==> config.mk <==
export PLATFORM = sky130hd
export DESIGN_NAME = serial_adder
export DESIGN_NICKNAME = d
export VERILOG_FILES = /design/src/rtl/serial_adder.sv
export SDC_FILE = /design/constraint.sdc
export NUM_CORES = 1
export LEC_CHECK = 0
export ABC_CLOCK_PERIOD_IN_PS = 2000
export CAP_MARGIN = 20
export CELL_PAD_IN_SITES_DETAIL_PLACEMENT = 1
export CELL_PAD_IN_SITES_GLOBAL_PLACEMENT = 1
export CORE_ASPECT_RATIO = 1.5
export CORE_MARGIN = 4
export CORE_UTILIZATION = 41
export DETAILED_ROUTE_END_ITERATION = 10
export GPL_TIMING_DRIVEN = 0
export PLACE_DENSITY_LB_ADDON = 0.1
export SETUP_SLACK_MARGIN = 0.1
export SLEW_MARGIN = 20
export SYNTH_ARGS = -nofsm -noshare
export SYNTH_HDL_FRONTEND = slang
export SYNTH_SLANG_ARGS = --single-unit
==> constraint.sdc <==
create_clock -name clk -period 2 [get_ports clk]
set_clock_uncertainty 0.15 [all_clocks]
set_input_delay 0.4 -clock clk [delete_from_list [all_inputs] [get_ports clk]]
set_output_delay 0.4 -clock clk [all_outputs]
set_load 0.01 [all_outputs]
==> src/rtl/serial_adder.sv <==
// rtl/serial_adder.sv - bit-serial adder/subtractor, one full-adder slice, LSB first
module serial_adder #(
  parameter int WIDTH = 8
) (
  input  logic             clk,
  input  logic             rst,
  input  logic             start,
  input  logic             sub,
  input  logic [WIDTH-1:0] a,
  input  logic [WIDTH-1:0] b,
  input  logic             c_in,
  output logic             busy,
  output logic             done,
  output logic [WIDTH-1:0] sum,
  output logic             c_out,
  output logic             overflow
);

  localparam int CW = (WIDTH > 2) ? $clog2(WIDTH) : 1;
  localparam logic [CW-1:0] LAST_BIT = CW'(WIDTH - 1);

  typedef enum logic [1:0] {IDLE, ADD, DONE} state_t;

  state_t           state;
  state_t           state_nxt;
  logic [WIDTH-1:0] op_a;
  logic [WIDTH-1:0] op_b;
  logic [WIDTH-1:0] res;
  logic             carry;
  logic [CW-1:0]    cnt;

  logic             accept;
  logic             last_step;
  logic             sum_bit;
  logic             carry_nxt;

  // Full-adder slice on the current LSBs of the shifting operand registers.
  assign sum_bit   = op_a[0] ^ op_b[0] ^ carry;
  assign carry_nxt = (op_a[0] & op_b[0]) | (op_a[0] & carry) | (op_b[0] & carry);
  assign accept    = start && (state == IDLE || state == DONE);
  assign last_step = (state == ADD) && (cnt == LAST_BIT);

  // State register.
  always_ff @(posedge clk or posedge rst) begin
    if (rst) state <= IDLE;
    else     state <= state_nxt;
  end

  // Next-state and status decode; start is only honoured outside ADD.
  always_comb begin
    state_nxt = state;
    busy      = 1'b0;
    done      = 1'b0;
    case (state)
      IDLE: if (accept) state_nxt = ADD;
      ADD: begin
        busy = 1'b1;
        if (last_step) state_nxt = DONE;
      end
      DONE: begin
        done      = 1'b1;
        state_nxt = accept ? ADD : IDLE;
      end
      default: state_nxt = IDLE;
    endcase
  end

  // Operand capture and one bit per cycle; subtract is a + ~b + 1.
  always_ff @(posedge clk or posedge rst) begin
    if (rst) begin
      op_a  <= '0;
      op_b  <= '0;
      res   <= '0;
      carry <= 1'b0;
      cnt   <= '0;
    end else if (accept) begin
      op_a  <= a;
      op_b  <= sub ? ~b : b;
      res   <= '0;
      carry <= sub ? 1'b1 : c_in;
      cnt   <= '0;
    end else if (state == ADD) begin
      op_a  <= op_a >> 1;
      op_b  <= op_b >> 1;
      res   <= {sum_bit, res[WIDTH-1:1]};
      carry <= carry_nxt;
      cnt   <= cnt + CW'(1);
    end
  end

  // Visible results update only on the final slice; carry here is the carry into the MSB.
  always_ff @(posedge clk or posedge rst) begin
    if (rst) begin
      sum      <= '0;
      c_out    <= 1'b0;
      overflow <= 1'b0;
    end else if (last_step) begin
      sum      <= {sum_bit, res[WIDTH-1:1]};
      c_out    <= carry_nxt;
      overflow <= carry ^ carry_nxt;
    end
  end

endmodule
==> results of run 1 <==
## repair_timing
item | in CTS | in global routing
resized for setup | 3 | 4
hold buffers | 0 | 0
setup endpoints to repair | 2 | 8
setup buffers | 1 | 0
## layer usage
metal	GRT usage, %	wire (um)	vias to the layer above
met4	5.33	59	0
met1	16.6	1350	589
met3	3.73	156	5
met5	0	0	-
li1	-	-	538
met2	26.5	1890	24
## per-stage QoR
step	hold slack, ns	util (%)	instance area (um^2)	setup slack [ns]	instances
after CTS	0.248	55.7	2200	0.111	216
after floorplan	0.300	-	1700	0.326	131
final	0.241	55.9	2210	0.179	216
after global placement	0.310	52.1	2060	-0.258	207
after detailed placement	0.322	52.6	2080	-0.121	208
after global routing	0.257	55.9	2210	0.116	216
## worst reg2reg max path, cell delays in order (launching register included)
cell	delay, ns
dfrtp_1	0.40
ha_1	0.21
ha_1	0.20
nand3b_1	0.15
buf_4	0.21
mux2_1	0.34
## sequential cells by signal, summed over array words and instances, names as in the netlist
signal	cells
op_b	8
sum	8
cnt	3
res	7
op_a	8
overflow	1
c_out	1
state	2
carry	1
## power by group
| part | total [uW] | internal [uW] | switching (uW) |
|---|---|---|---|
| Sequential | 1380 | 1150 | 225 |
| Combinational | 1430 | 807 | 620 |
| Clock | 676 | 404 | 272 |
| Total | 3480 | 2360 | 1120 |
## area by class of cell
| class | instances | area share, % |
|---|---|---|
| clock inverter | 2 | 1.58 |
| clock buffer | 6 | 3.73 |
| buffer | 8 | 2.83 |
| sequential | 39 | 44.1 |
| tap | 45 | 2.54 |
| multi-input combinational | 80 | 29.5 |
| inverter | 3 | 0.509 |
| timing repair buffer | 33 | 15.2 |
## cells by family after synthesis
group	count (synthesis)	share of synthesized area [%]
compound gates	35	15.9
xor+xnor	9	4.65
fa+ha+maj	3	2.65
buf+inv	12	3.98
flops	39	57.5
mux	16	10.2
simple gates	17	5.16
## final timing paths
path,from,end,slack [ns],cells past startpoint
min,rst,sum[6],0.24,2
min reg2reg,op_a[2],op_a[2],0.33,1
min in group clk,op_a[2],op_a[2],0.33,1
max,state[1],busy,0.18,3
max in group asynchronous,rst,op_b[3],1.01,3
max reg2reg,cnt[0],sum[3],0.21,5
## cell usage after synthesis
cell type and count:
a22o_1 17, a211oi_1 1, ha_1 2, o21ai_1 8, nor2b_1 1, nand2_1 7
buf_2 6, buf_6 2, clkbuf_1 1, fa_1 1, nand3b_1 1, dfrtp_1 39
nor2b_2 1, nor2_1 5, nor2b_4 1, inv_2 1, inv_1 2, mux2_1 9
a21o_1 7, xnor2_1 3, mux2_2 1, a221o_1 2, mux2i_1 6, nand2b_1 1
xor2_1 6
==> results.sh, run 1 <==
export IMPL_power_total_uw=3480
export IMPL_grt_pass1_wl_mm=5.82
export IMPL_postSynthAreaPerCell_um2=13.0
export IMPL_rsz0062_at_grt="no"
export IMPL_path_delay_family="flip-flops"
export IMPL_endpoint_kind="output pin"
export IMPL_max_vdd_ir_drop_mv=1.03
export IMPL_maxCapViolCount=0
export IMPL_seq_area_um2=976
export IMPL_fill_cells=417
export IMPL_gp_congestion=0.716
export IMPL_synth_top_cells_by_area="dfrtp_1 (58%), a22o_1 (8.8%), mux2_1 (6.0%), mux2i_1 (3.5%), a21o_1 (3.1%)"
export IMPL_tns_ns=0
export IMPL_crit_buf_inv=2
export IMPL_n_antenna_cell=0
export IMPL_cts_sinks=39
export IMPL_finalWirelength_mm=3.46
export IMPL_yosysTopAreaCellShare_pct=57.5
export IMPL_vias=1156
export IMPL_die_area_um2=5250
export IMPL_numCtsBuffers=5
export IMPL_fmax_mhz=549
export IMPL_crit_arrival_ns=1.27
export IMPL_die_w_um=60.5
export IMPL_critPathLaunchType="flip-flop"
export IMPL_ant_nets=0
export IMPL_grt_pass1_vias=1287
export IMPL_io_pins=33
export IMPL_finalNetCount=194
export IMPL_antenna_found_initial=0
export IMPL_root_buffer="clkbuf_8"
export IMPL_required_ns=1.45
export IMPL_layout_commonest_cell="dfrtp_1"
export IMPL_min_period_ns=1.82
export IMPL_initial_core_util_pct=42.9
export IMPL_layout_common_cells="dfrtp_1 (39), clkdlybuf4s50_1 (29), a22o_1 (17)"
export IMPL_hold_class="input port to asynchronous set/reset pin"
export IMPL_drcViolationCount=0
export IMPL_port_buffers=31
export IMPL_dpl_hpwl_mm=2.54
export IMPL_synth_largest_area_cell="dfrtp_1"
export IMPL_grt_overflow_total=0
export IMPL_cts_tree="done"
export IMPL_ys_ff_latch=39
export IMPL_power_density_nw_per_um2=1570
export IMPL_num_rows=28
export IMPL_final_max_slew_violation_count=0
export IMPL_cp_cell_sequence="nor2b_4, buf_12, clkdlybuf4s15_1"
export IMPL_drt_initial_drc_count=16
export IMPL_netlist_instances=131
export IMPL_multi_input_area_um2=653
export IMPL_finalSetupViolCount=0
export IMPL_cp_slowest_stage_delay_ns=0.42
export IMPL_syn2layout_area_growth_pct=30.5
export IMPL_slew_limit_headroom_pct=72.1
export IMPL_cts_max_level=2
export IMPL_vias_per_cell=5.35
export IMPL_clockBufferDepth=2
export IMPL_wl_per_cell_um=16.0
export IMPL_dieHeight_um=86.8
export IMPL_core_area_um2=3960
export IMPL_drive_gt1_share_pct=12.9
export IMPL_first_pass_iters=4
export IMPL_syn_area_um2=1700
export IMPL_grt_max_degree=27
export IMPL_cp_slowest_cell="dfrtp_1"
export IMPL_yosys_warnings=0
export IMPL_grt_usage_pct=14.9
export IMPL_leakagePower_uw=0.00107
export IMPL_ys_seq_area_share_pct=57.5
export IMPL_cp_max_fo=19
export IMPL_critPathKind="flip-flop to output pin"
export IMPL_period_share_pct=91.0
export IMPL_clkLatencyLatePin_ns=0.28
export IMPL_hold_violations=0
export IMPL_yosysUniqueCellTypes=25
export IMPL_synth_fp_nets=155
export IMPL_outcome="completed"
export IMPL_tightest_slew_ns=0.418
export IMPL_clkTransAtPathRegs_ns=0.08
No activity file was read; power rests on OpenSTA's default activity.
==> inputs of run 2 (changes only) <==
--- a/config.mk
+++ b/config.mk
@@ -6,7 +6,6 @@
 export NUM_CORES = 1
 export LEC_CHECK = 0
 export ABC_CLOCK_PERIOD_IN_PS = 2000
-export CAP_MARGIN = 20
 export CELL_PAD_IN_SITES_DETAIL_PLACEMENT = 1
 export CELL_PAD_IN_SITES_GLOBAL_PLACEMENT = 1
 export CORE_ASPECT_RATIO = 1.5
@@ -14,6 +13,7 @@
 export CORE_UTILIZATION = 41
 export DETAILED_ROUTE_END_ITERATION = 10
 export GPL_TIMING_DRIVEN = 0
+export MAX_ROUTING_LAYER = met4
 export PLACE_DENSITY_LB_ADDON = 0.1
 export SETUP_SLACK_MARGIN = 0.1
 export SLEW_MARGIN = 20
==> run 2 against run 1 <==
  * Non-clock buffer count unchanged
  * Global-route usage up 0.42 points
  * Register-to-register slack is essentially flat
  * Critical path type unchanged
  * Critical endpoint unchanged
  * Clock-buffer cell count stayed put
  * Design area stayed put
  * Routed wire length down 0.14%
==> results.sh, run 2 (synthesis results as in run 1) <==
export IMPL_largestRegisters="op_a (8), op_b (8), sum (8)"
export IMPL_grt_overflow_total=0
export IMPL_fmax_mhz=549
export IMPL_dpl_hpwl_mm=2.54
export IMPL_clkLatencyLatePin_ns=0.29
export IMPL_crit_arrival_ns=1.27
export IMPL_antenna_found_initial=0
export IMPL_initial_core_util_pct=42.9
export IMPL_vias_per_cell=5.34
export IMPL_net_switching_power_uw=1120
export IMPL_clkTransAtPathRegs_ns=0.08
export IMPL_p_int_uw=2360
export IMPL_final_max_slew_violation_count=0
export IMPL_ant_nets=0
export IMPL_grt_pass1_vias=1288
export IMPL_maxCapViolCount=0
export IMPL_fill_cells=417
export IMPL_root_buffer="clkbuf_8"
export IMPL_leakagePower_uw=0.00107
export IMPL_layout_commonest_cell="dfrtp_1"
export IMPL_slew_limit_headroom_pct=72.2
export IMPL_grt_usage_pct=15.3
export IMPL_drive_gt1_share_pct=12.9
export IMPL_period_share_pct=91.1
export IMPL_first_pass_iters=4
export IMPL_finalWirelength_mm=3.46
export IMPL_cts_tree="done"
export IMPL_core_area_um2=3960
export IMPL_outcome="completed"
export IMPL_multi_input_area_um2=653
export IMPL_gp_congestion=0.724
export IMPL_grt_max_degree=27
export IMPL_drcViolationCount=0
export IMPL_finalSetupViolCount=0
export IMPL_endpoint_kind="output pin"
export IMPL_dieHeight_um=86.8
export IMPL_wl_per_cell_um=16.0
export IMPL_max_vdd_ir_drop_mv=1.03
export IMPL_combPwrFrac_pct=40.9
export IMPL_grt_pass1_wl_mm=5.81
export IMPL_hold_violations=0
export IMPL_placed_area_um2=2080
export IMPL_critPathLaunchType="flip-flop"
export IMPL_cts_sinks=39
export IMPL_hold_class="input port to asynchronous set/reset pin"
export IMPL_die_w_um=60.5
export IMPL_num_rows=28
export IMPL_cts_max_level=2
export IMPL_power_total_uw=3480
export IMPL_fin_area_um2=2210
export IMPL_syn2layout_area_growth_pct=30.5
export IMPL_ctsHoldBuffers=0
export IMPL_pwr_share_clk_pct=19.5
export IMPL_power_share_sequential_pct=39.5
export IMPL_critPathKind="flip-flop to output pin"
export IMPL_vias=1153
export IMPL_rsz0062_at_grt="no"
export IMPL_dp_slack_ns=-0.121
export IMPL_layout_common_cells="dfrtp_1 (39), clkdlybuf4s50_1 (29), a22o_1 (17)"
export IMPL_n_antenna_cell=0
export IMPL_seq_area_um2=976
export IMPL_min_period_ns=1.82
export IMPL_numCtsBuffers=5
export IMPL_finalNetCount=194
export IMPL_netSwitchingFraction_pct=32.1
export IMPL_io_pins=33
export IMPL_drt_initial_drc_count=19
export IMPL_fin_ws_ns=0.178
export IMPL_die_area_um2=5250
export IMPL_power_density_nw_per_um2=1570
export IMPL_port_buffers=31
export IMPL_tightest_slew_ns=0.417
export IMPL_clockBufferDepth=2
export IMPL_required_ns=1.45
export IMPL_cp_max_fo=19
==> run 2: metrics by stage <==
step / instances / TNS [ns] / util [%] / hold WS, ns
after global placement: 207 / -10.07 / 52.1 / 0.310
final: 216 / 0 / 55.9 / 0.242
after detailed placement: 208 / -0.121 / 52.6 / 0.322
after CTS: 216 / 0 / 55.7 / 0.248
after global routing: 216 / 0 / 55.9 / 0.257
after floorplan: 131 / 0 / - / 0.300
==> run 2: timing repair <==
item,CTS,global route
setup endpoints to repair,2,8
resized for setup,3,4
buffers inserted,1,0
==> run 2: layout make-up <==
class                      count  area share, %
tap                           45           2.54
buffer                         8           2.83
multi-input combinational     80           29.5
sequential                    39           44.1
inverter                       3          0.509
timing repair buffer          33           15.2
clock buffer                   6           3.73
clock inverter                 2           1.58
==> run 2: final timing paths <==
kind | start | endpoint | slack (ns) | depth (start not counted)
hold / removal | rst | sum[5] | 0.24 | 2
hold reg to reg | op_a[2] | op_a[2] | 0.33 | 1
min in group clk | op_a[2] | op_a[2] | 0.33 | 1
max in group asynchronous | rst | op_b[0] | 1.01 | 3
setup / recovery | state[1] | busy | 0.18 | 3
setup reg to reg | cnt[0] | sum[3] | 0.22 | 5
==> run 2: power by group through the flow <==
stage          registers, uW  logic [uW]  clock network [uW]
2_1_floorplan           1380         910                   0
4_1_cts                 1380        1440                 700
5_1_grt                 1420        1580                 727
3_3_place_gp            1380        1370                   0
6_report                1380        1420                 680
3_5_place_dp            1400        1420                   0
==> run 2: metal layers <==
layer  GRT usage [%]  wire length [um]
met1            16.9              1400
met2            26.3              1850
met3            3.58               143
met4            5.33                59
met5               -                 0
==> run 2: critical path, cell delays in order, from the launching register on <==
cell and delay [ns]:
dfrtp_1 0.42, nor2b_4 0.16, buf_12 0.16, clkdlybuf4s15_1 0.24
